<file path="src/rtl/blink_monitor.sv">
// Receive-side checker for a blinker's led/flg pair: measures led half-periods,
// requires one flg pulse ahead of each led edge, locks after a run of good edges.
module blink_monitor #(
   parameter int CBITS    = 10,
   parameter int LOCK_CNT = 2,
   parameter int TOL      = 0
) (
   input  logic             clk,
   input  logic             rst,
   input  logic             led,
   input  logic             flg,
   output logic             locked,
   output logic             err,
   output logic [CBITS:0]   period,
   output logic [15:0]      toggles
);

   localparam int CW   = CBITS + 1;
   localparam int HALF = 1 << CBITS;
   localparam int GW   = (LOCK_CNT < 2) ? 1 : $clog2(LOCK_CNT + 1);
   localparam logic [CW-1:0] LO     = CW'(HALF - TOL);
   localparam logic [CW-1:0] HI     = CW'(HALF + TOL);
   localparam logic [GW-1:0] LOCK_N = GW'(LOCK_CNT);

   typedef enum logic [1:0] {
      S_IDLE,
      S_MEASURE,
      S_LOCKED,
      S_FAULT
   } state_t;

   state_t        state, state_nx;
   logic          seen, led_q, flg_q;
   logic [CW-1:0] hcnt, meas;
   logic [GW-1:0] good, good_nx, good_inc;
   logic          edge_det, hcnt_max, in_band, good_edge, spurious, timeout;

   assign edge_det  = seen & (led ^ led_q);
   assign hcnt_max  = &hcnt;
   // meas counts the edge cycle itself, so it is one more than hcnt
   assign meas      = hcnt_max ? hcnt : hcnt + CW'(1);
   assign in_band   = (meas >= LO) && (meas <= HI);
   assign good_edge = edge_det & in_band & flg_q;
   assign spurious  = flg_q & ~edge_det;
   assign timeout   = ~edge_det & (hcnt >= HI);
   assign good_inc  = good + GW'(1);

   always_comb begin
      state_nx = state;
      good_nx  = good;
      case (state)
         S_IDLE: begin
            if (edge_det) begin
               state_nx = S_MEASURE;
               good_nx  = '0;
            end
         end
         S_MEASURE: begin
            if (good_edge) begin
               if (good_inc == LOCK_N) begin
                  state_nx = S_LOCKED;
                  good_nx  = '0;
               end else begin
                  good_nx = good_inc;
               end
            end else if (edge_det || spurious) begin
               good_nx = '0;
            end
         end
         S_LOCKED: begin
            if ((edge_det && !good_edge) || spurious || timeout)
               state_nx = S_FAULT;
         end
         S_FAULT: state_nx = S_FAULT;
         default: state_nx = S_IDLE;
      endcase
   end

   always_ff @(posedge clk) begin
      if (rst) begin
         state   <= S_IDLE;
         seen    <= 1'b0;
         led_q   <= 1'b0;
         flg_q   <= 1'b0;
         hcnt    <= '0;
         good    <= '0;
         period  <= '0;
         toggles <= '0;
      end else begin
         state <= state_nx;
         good  <= good_nx;
         seen  <= 1'b1;
         led_q <= led;
         flg_q <= flg;
         if (edge_det) begin
            hcnt   <= '0;
            period <= meas;
            if (toggles != 16'hFFFF)
               toggles <= toggles + 16'd1;
         end else if (!hcnt_max) begin
            hcnt <= hcnt + CW'(1);
         end
      end
   end

   assign locked = (state == S_LOCKED);
   assign err    = (state == S_FAULT);

endmodule

</file>
<file path="config.mk">
export PLATFORM = sky130hd
export DESIGN_NAME = blink_monitor
export DESIGN_NICKNAME = d
export VERILOG_FILES = /design/src/rtl/blink_monitor.sv
export SDC_FILE = /design/constraint.sdc
export NUM_CORES = 1
export LEC_CHECK = 0
export CORE_ASPECT_RATIO = 0.8
export CORE_MARGIN = 2
export CORE_UTILIZATION = 50
export DETAILED_ROUTE_END_ITERATION = 6
export GPL_TIMING_DRIVEN = 0
export PLACE_DENSITY = 0.75
export RECOVER_POWER = 50
export SKIP_CTS_REPAIR_TIMING = 1
export SLEW_MARGIN = 30
export SYNTH_ARGS = -nofsm -noshare
export SYNTH_HDL_FRONTEND = slang
export SYNTH_SLANG_ARGS = --single-unit
</file>
<file path="constraint.sdc">
create_clock -name clk -period 2.6 [get_ports clk]
set_clock_uncertainty 0.1 [all_clocks]
set_input_delay 0.52 -clock clk [delete_from_list [all_inputs] [get_ports clk]]
set_output_delay 0.52 -clock clk [all_outputs]
set_load 0.01 [all_outputs]
</file>
; Word level (Yosys, flattened, before mapping)
; Index checks and enable logic that the tools add are counted.
[totals]
word_cells = 56
ff_bits = 45
in_bits = 4
output_inout_bits = 29
[classes]
eq_ne = 10
n_bitwise = 7
n_reduce_logical = 13
order_cmp = 3
n_addsub = 3
muxes = 12
[op_table]
columns = op, count
row1 = $ge 11x11->1 const B, 2
row2 = $add 16x1->16 const B, 1
row3 = $mux 2, 8
row4 = $ne 16x16->1 const B, 1
row5 = $add 11x1->11 const B, 1
row6 = $le 11x11->1 const B, 1
row7 = $mux 11, 1
row8 = $reduce_and 11->1, 1
row9 = $pmux 2 s4, 1
row10 = $eq 2x2->1 const B, 3
row11 = $ne 2x2->1 const B, 3
row12 = $and 1x1->1, 5
row13 = $pmux 2 s2, 1
row14 = $reduce_and 4->1, 1
row15 = $logic_or 1x1->1, 3
row16 = $ne 3x3->1 const B, 1
row17 = $reduce_and 3->1, 1
row18 = $add 2x1->2 const B, 1
row19 = $eq 2x1->1 const B, 1
row20 = $logic_and 1x1->1, 2
row21 = $logic_not 2->1, 1
row22 = $ne 2x1->1 const B, 1
row23 = $reduce_and 2->1, 1
row24 = $reduce_bool 2->1, 1
row25 = other kinds (5), 5

; Longest topological paths before layout
; Gate-level depths: netlist (run 1).
[depth]
depth_word = 12
ltp_mapped = 8
depth_no_buf = 7

; Worst setup path before layout (run 1)
; No wires, ideal clock.
[synth_timing]
path_type = register to register
from = reg hcnt[0]
to = reg good[0]
required_time_ps = 2384
slack_ps = 646
path_stages_with_launch = 8
n_path_buf = 0
period_less_slack_ps = 1954
setup_time_ps = 116
arrival_time_ps = 1738
path_cell_list = dfxtp_1 -> ha_1 -> nand2_1 -> nor4_4 -> nor2_1 -> a21o_1 -> and4_1 -> a31o_2
[synth_via]
elab_chain_cells = 8
elab_cells_between_ends = 12
classes_between = add/sub: 1 / order compare: 2 / eq/ne: 1 / mux: 3 / bitwise: 2 / reduce/logical: 3
[synth_rtl]
columns = item, line
row1 = from (decl), 34  ; logic [CW-1:0] hcnt, meas;
row2 = from (signal assigned), 101  ; hcnt <= hcnt + CW'(1);
row3 = $add 11x1->11 or $reduce_and 11->1 (tied branches), "41, 39"
row4 = $mux 11 *, --
row5 = $ge 11x11->1 or $le 11x11->1 (tied branches), 42  ; assign in_band = (meas >= LO) && (meas <= HI);
row6 = $logic_and 1x1->1 *, 42
row7 = $and 1x1->1 * (2 in series), 43  ; assign good_edge = edge_det & in_band & flg_q;
row8 = $ne 3x3->1 (no line) or $mux 2 (tied branches), --
row9 = $reduce_and 3->1 (no line) or $pmux 2 s2 (tied branches), --
row10 = to (signal assigned), 91  ; good <= good_nx;
row11 = to (decl), 35  ; logic [GW-1:0] good, good_nx, good_inc;
; Every way passes the cells marked *; elsewhere a longest branch is shown, timed or not.
; A chain may end at the register's enable or synchronous reset.

; Worst setup path in the final report (run 1)
[layout_timing]
from = in led
to = reg toggles[11]
[layout_via]
elab_chain_cells = 3
[layout_rtl]
columns = item, line
row1 = from (decl), 10  ; input logic led,
row2 = $xor 1x1->1, 38  ; assign edge_det = seen & (led ^ led_q);
row3 = $and 1x1->1, 38
row4 = $reduce_and 2->1 (no line), --
row5 = to (signal assigned), 99  ; toggles <= toggles + 16'd1;
row6 = to (decl), 15  ; output logic [15:0] toggles
; Every way passes these cells.

==> flow_summary.yaml, run 1 <==
pwr:
  power.static_leakage_nw: 0.970
  power.share.sequential_pct: 58.3
  power_spent_charging_and_discharging_nets_uw: 304
  intPower_uw: 925
  pwr_density_cell_mw_per_mm2: 491
  pwr-share-comb_pct: 7.4
  clock_power_share_pct: 34.3
  ir_drop_worst_vdd_uv: 386
  power.share.switching_pct: 24.7
floorplan:
  ioPinCount: 33
  initial_utilization_pct: 53.0
  die_area_mm2: 0.00461
  height_of_the_die_um: 61.1
  floorplan.core_area_mm2: 0.00385
  row_count: 20
  die_width_um: 75.4
setup_path:
  cp_dominant_cell_by_count: "sky130_fd_sc_hd__xor2_1"
  critPathRequiredTime_ns: 2.68
  worst_setup_path_start_kind: "input port"
  timing.setup.critical_path_class: "input port to register"
  crit_path_top_delay_cell: "sky130_fd_sc_hd__nor4b_2"
  path_buf_inv: 1
  crit_family: "simple AND/OR/NAND/NOR gates"
  cp_cell_sequence: "clkdlybuf4s50_1, xor2_1, nand2_1, nor4b_2, nand4_1, xor2_1, nor2_1"
  cpPeakStageDelay_ns: 0.58
  critical_path.endpoint_type: "register"
  crit_path_max_fanout: 7
  worstPathArrival_ns: 2.46
global_routing:
  antenna_found_initial: 0
  grt_use_total_pct: 20.9
  largest_net_degree_at_the_start_of_global_routing: 14
  grt_pass1_wl_um: 7160
  grt_overflow: 0
  first_global_vias: 1550
logic_synthesis:
  mappedNetlistNets: 250
  syn_area_mm2: 0.00204
  synthMostInstantiatedCell: "sky130_fd_sc_hd__dfxtp_1"
  synth_top_area_share_pct: 44.1
  netlist_instances: 244
  synth.ff_latch_count: 45
  netlist_top_cells_count: "sky130_fd_sc_hd__dfxtp_1, sky130_fd_sc_hd__nor2_1, sky130_fd_sc_hd__nand2_1"
  synth.area.top_cells: "sky130_fd_sc_hd__dfxtp_1, sky130_fd_sc_hd__nor2_1, sky130_fd_sc_hd__nand2_1"
  postSynth.asyncResetShare_pct: 0
  yosysUniqueCellTypes: 44
  synth_largest_area_cell: "sky130_fd_sc_hd__dfxtp_1"
  ys_dominant_reg_cell: "sky130_fd_sc_hd__dfxtp_1"
  synth_sequential_area_ratio_pct: 44.1
  edff_count_synth: 0
  synth.avg_cell_area_um2: 8.36
  synth_warnings: 0
layout:
  antenna-diode-count: 0
  final_design_area_no_fill_mm2: 0.00250
  post_route_cells_drive_above_1_share_pct: 5.65
  areaGrowthSynthToFinish_pct: 22.6
  postLayoutCoreUtil_pct: 64.9
  post_layout_nonfiller_instances: 338
  fin_nets: 288
sta:
  timing.final.crit_period_ns: 2.38
  finalCritPeriodShare_pct: 91.4
  timing_hold_violations_final: 0
  fmax_ghz: 0.421
  whs_ns: 0.353
  slew_viol_final: 0
  setup-violations-final: 0
  finalSetupTns_ns: 0
  worst-slew-pin-transition_ns: 0.534
  timing.max_slew.rel_slack_pct: 64.4
  rsz0062_at_grt: "false"
detailed_routing:
  dr_total_vias: 1814
  routed_wirelength_um: 4510
  vias_per_cell: 5.37
  drc_violations: 0
  drt_iter0_drc: 112
  detailedRoute.firstPassIterationCount: 4
  antenna_left: 0
  routed_wire_length_per_instance_um: 13.4
clock_tree:
  clkTransAtPathRegs_ns: 0.08
  max-clock-path-buffers: 2
  cts-root-buf: "sky130_fd_sc_hd__clkbuf_8"
  cts_made_buffers: 5
  worst_skew_pair.late_latency_ns: 0.30
  ctsHtreeMaxLevel: 2
  tritoncts: "yes"
  tritoncts_num_sinks: 45
flow_run:
  maxCapViolCount: 0
place:
  area_after_detailed_placement_mm2: 0.00242
  dp.cells: 330
  gp_congestion: 0.875
  place.port_buffers: 31
  dp_hpwl_um: 3330
worst_hold_path:
  worstHoldPathType: "register to register"
outcome:
  outcome: "complete, no violations"
## worst min-delay path: stages, from the launching register on
cell                      delay [ns]
sky130_fd_sc_hd__dfxtp_1        0.31
sky130_fd_sc_hd__nand2_1        0.05
sky130_fd_sc_hd__a21oi_1        0.05
## layer usage
| layer | GRT usage, % | vias up | routed length [µm] |
|---|---|---|---|
| li1 | - | 923 | - |
| met1 | 29.3 | 833 | 2250 |
| met2 | 31.7 | 50 | 1960 |
| met3 | 5.07 | 8 | 235 |
| met4 | 7.52 | 0 | 70 |
| met5 | 0 | - | 0 |
## final timing paths
path              from          end  slack [ns]  cells past startpoint
max                led  toggles[11]        0.22                      7
min          period[4]    period[4]        0.35                      2
max reg2reg    hcnt[0]      good[0]        0.34                      7
min reg2reg  period[4]    period[4]        0.35                      2
## through the flow
| stage | total power [mW] | setup WS [ns] |
|---|---|---|
| 6_report | 1.23 | 0.222 |
| 5_1_grt | 1.28 | 0.0578 |
| 4_1_cts | 1.24 | 0.218 |
| 3_5_place_dp | 0.827 | -0.100 |
| 3_3_place_gp | 0.824 | -0.0905 |
| 2_1_floorplan | 0.787 | 0.646 |
## area by class of cell
class | instances | area, µm²
flip-flops and latches | 45 | 901
fillers | 373 | 1350
clock inverters | 2 | 10.0
plain buffers | 11 | 43.8
multi-input cells | 183 | 1080
well taps | 55 | 68.8
clock buffers | 6 | 72.6
inverters | 5 | 18.8
repair buffers | 31 | 310
## registers in the layout (all words and copies together) (netlist names)
signal   count
flg_q        1
good         2
hcnt        11
led_q        1
period      11
seen         1
state        2
toggles     16
## cell families (layout without fill, tap and decap cells)
family	Yosys count	after routing	share of synthesized area (%)
AND/OR/NAND/NOR	122	122	30.8
flip-flops	45	45	44.1
AO/OA/AOI/OAI	38	38	11.5
XOR/XNOR	17	17	7.30
buffers and inverters	16	55	3.07
multiplexers	4	4	2.02
adder cells (fa/ha/maj)	2	2	1.23
## layout by cell type (no fill, tap or decap), types with 4 or more instances in the layout
| cell | instances |
|---|---|
| sky130_fd_sc_hd__nand3_1 | 11 |
| sky130_fd_sc_hd__or3_1 | 4 |
| sky130_fd_sc_hd__dfxtp_1 | 45 |
| sky130_fd_sc_hd__nor2_1 | 42 |
| sky130_fd_sc_hd__xor2_1 | 8 |
| sky130_fd_sc_hd__xnor2_1 | 9 |
| sky130_fd_sc_hd__and3_1 | 7 |
| sky130_fd_sc_hd__o21ai_0 | 6 |
| sky130_fd_sc_hd__nor3_1 | 11 |
| sky130_fd_sc_hd__a21oi_1 | 15 |
| sky130_fd_sc_hd__clkbuf_1 | 10 |
| sky130_fd_sc_hd__nand2_1 | 22 |
| sky130_fd_sc_hd__clkbuf_8 | 5 |
| sky130_fd_sc_hd__inv_1 | 5 |
| sky130_fd_sc_hd__a31oi_1 | 4 |
| sky130_fd_sc_hd__nand4_1 | 4 |
| sky130_fd_sc_hd__dlygate4sd3_1 | 28 |
## power groups by stage
| stage | combinational (mW) | sequential (mW) | clock, mW |
|---|---|---|---|
| global placement | 0.0914 | 0.733 | 0 |
| floorplan | 0.0529 | 0.735 | 0 |
| detailed placement | 0.0933 | 0.733 | 0 |
| finish | 0.0905 | 0.717 | 0.421 |
| global route | 0.0998 | 0.720 | 0.458 |
| CTS | 0.0935 | 0.717 | 0.429 |
No activity file was read; power rests on OpenSTA's default activity.
==> run 2, diff against run 1 <==
- CORE_ASPECT_RATIO: 0.8 -> 1.2
==> run 2 against run 1 <==
Against the previous run:
- register-to-register slack lost 0.04 ns
- sequential share of layout area fell by 0.46 points
- non-clock buffer count unchanged
- critical path type unchanged
- via count decreased by 1.8%
- sequential cell count unchanged
- design area up 1.3%
- largest cell class unchanged
- utilization shrank 0.62 points
==> flow_summary.yaml, run 2 (synthesis results as in run 1) <==
sta:
  finalCritPeriodShare_pct: 91.8
  finalSetupTns_ns: 0
  slew_viol_final: 0
  rsz0062_at_grt: "false"
  whs_ns: 0.352
  timing.final.crit_period_ns: 2.39
  timing.max_slew.rel_slack_pct: 64.1
  timing_hold_violations_final: 0
  worst-slew-pin-transition_ns: 0.537
  fmax_ghz: 0.419
  setup-violations-final: 0
detailed_routing:
  dr_total_vias: 1781
  vias_per_cell: 5.28
  detailedRoute.firstPassIterationCount: 4
  antenna_left: 0
  drc_violations: 0
  drt_iter0_drc: 86
  routed_wire_length_per_instance_um: 12.8
  routed_wirelength_um: 4300
outcome:
  outcome: "complete, no violations"
global_routing:
  antenna_found_initial: 0
  first_global_vias: 1596
  grt_overflow: 0
  largest_net_degree_at_the_start_of_global_routing: 14
  grt_pass1_wl_um: 7280
  grt_use_total_pct: 20.3
layout:
  mostFrequentLayoutCells: "sky130_fd_sc_hd__dfxtp_1, sky130_fd_sc_hd__nor2_1, sky130_fd_sc_hd__dlygate4sd3_1"
  postLayoutCoreUtil_pct: 64.3
  post_route_cells_drive_above_1_share_pct: 5.65
  regMostFlops: "toggles"
  count_of_filler_cells_inserted_in_the_layout: 363
  largest_reg_flops: 16
  fin_nets: 288
  antenna-diode-count: 0
  areaGrowthSynthToFinish_pct: 24.2
  most_frequent_standard_cell_in_the_layout_excluding_fill_and_tap_cells: "sky130_fd_sc_hd__dfxtp_1"
  reg.largest.list: "toggles: 16 flops, hcnt: 11 flops, period: 11 flops"
  post_layout_nonfiller_instances: 337
pwr:
  intPower_mw: 1.05
  power.share.switching_pct: 21.9
  clock_power_share_pct: 40.2
  total_power_mw: 1.35
  power_spent_charging_and_discharging_nets_uw: 294
  pwr_density_cell_mw_per_mm2: 531
  pwr-share-comb_pct: 6.5
  power.share.sequential_pct: 53.3
  ir_drop_worst_vdd_uv: 345
  power.static_leakage_nw: 0.987
floorplan:
  ioPinCount: 33
  height_of_the_die_um: 74.0
  row_count: 25
  floorplan.core_area_mm2: 0.00394
  initial_utilization_pct: 51.8
  die_width_um: 62.3
  die_area_mm2: 0.00461
clock_tree:
  ctsHtreeMaxLevel: 2
  max-clock-path-buffers: 2
  tritoncts: "yes"
  worst_skew_pair.late_latency_ns: 0.30
  clkTransAtPathRegs_ns: 0.08
  tritoncts_num_sinks: 45
  cts_made_buffers: 5
  cts-root-buf: "sky130_fd_sc_hd__clkbuf_8"
setup_path:
  worst_setup_path_startpoint: "led"
  reg2reg_slack_ns: 0.30
  timing.setup.critical_path_class: "input port to register"
  worstPathArrival_ns: 2.47
  critPathRequiredTime_ns: 2.68
  critical_path.endpoint_type: "register"
  crit_path_max_fanout: 7
  worst_setup_path_start_kind: "input port"
  worstReg2RegStart: "hcnt[0]"
place:
  dp.cells: 329
  gp_congestion: 0.870
  place.port_buffers: 31
  dp_hpwl_um: 3160
flow_run:
  maxCapViolCount: 0
worst_hold_path:
  worstHoldPathType: "register to register"
  min-delay-start: "period[8]"
run 2: changes by cell type in the layout (fill, tap and decap cells not counted):
cell	previous run	this run
sky130_fd_sc_hd__bufinv_16	0	1
sky130_fd_sc_hd__dlygate4sd3_1	28	29
sky130_fd_sc_hd__clkbuf_8	5	6
sky130_fd_sc_hd__clkinv_2	2	0
sky130_fd_sc_hd__clkdlybuf4s50_1	3	2
run 2: cell type report:
type	count	area (µm²)	share of cell area [%]
Inverter	5	18.8	0.740
Clock inverter	1	30.0	1.18
Timing Repair Buffer	31	310	12.2
Multi-Input combinational cell	183	1080	42.5
Buffer	11	43.8	1.73
Clock buffer	7	86.3	3.41
Sequential cell	45	901	35.5
Tap cell	54	67.6	2.67
run 2: metrics by stage:
stage          setup slack, ns  cell area [µm²]
2_1_floorplan            0.646             2040
3_3_place_gp           -0.0635             2420
3_5_place_dp            -0.114             2420
4_1_cts                  0.197             2530
5_1_grt                 0.0444             2530
6_report                 0.213             2530
run 2: final timing paths:
kind / end / cells after the start
worst min register to register: period[8] / 2
worst max-delay path: toggles[11] / 7
worst max register to register: good[0] / 7
worst min-delay path: period[8] / 2
run 2: critical path, stage by stage:
cell	delay, ns
sky130_fd_sc_hd__clkdlybuf4s50_1	0.48
sky130_fd_sc_hd__xor2_1	0.24
sky130_fd_sc_hd__nand2_1	0.23
sky130_fd_sc_hd__nor4b_2	0.58
sky130_fd_sc_hd__nand4_1	0.19
sky130_fd_sc_hd__xor2_1	0.16
sky130_fd_sc_hd__nor2_1	0.05
run 2: metal layers:
| metal | up-vias | global-route usage [%] | share of wire, % |
|---|---|---|---|
| met4 | 0 | 11.6 | 2.7 |
| met3 | 9 | 3.63 | 4.5 |
| met5 | - | 0 | 0 |
| met1 | 814 | 23.4 | 41 |
| met2 | 36 | 36.5 | 52 |
| li1 | 922 | - | - |
run 2: power groups by stage:
stage | combinational, mW | sequential (mW) | clock [mW]
global route | 0.0988 | 0.720 | 0.578
global placement | 0.0906 | 0.733 | 0
detailed placement | 0.0914 | 0.734 | 0
finish | 0.0877 | 0.717 | 0.541
CTS | 0.0921 | 0.717 | 0.551
floorplan | 0.0529 | 0.735 | 0
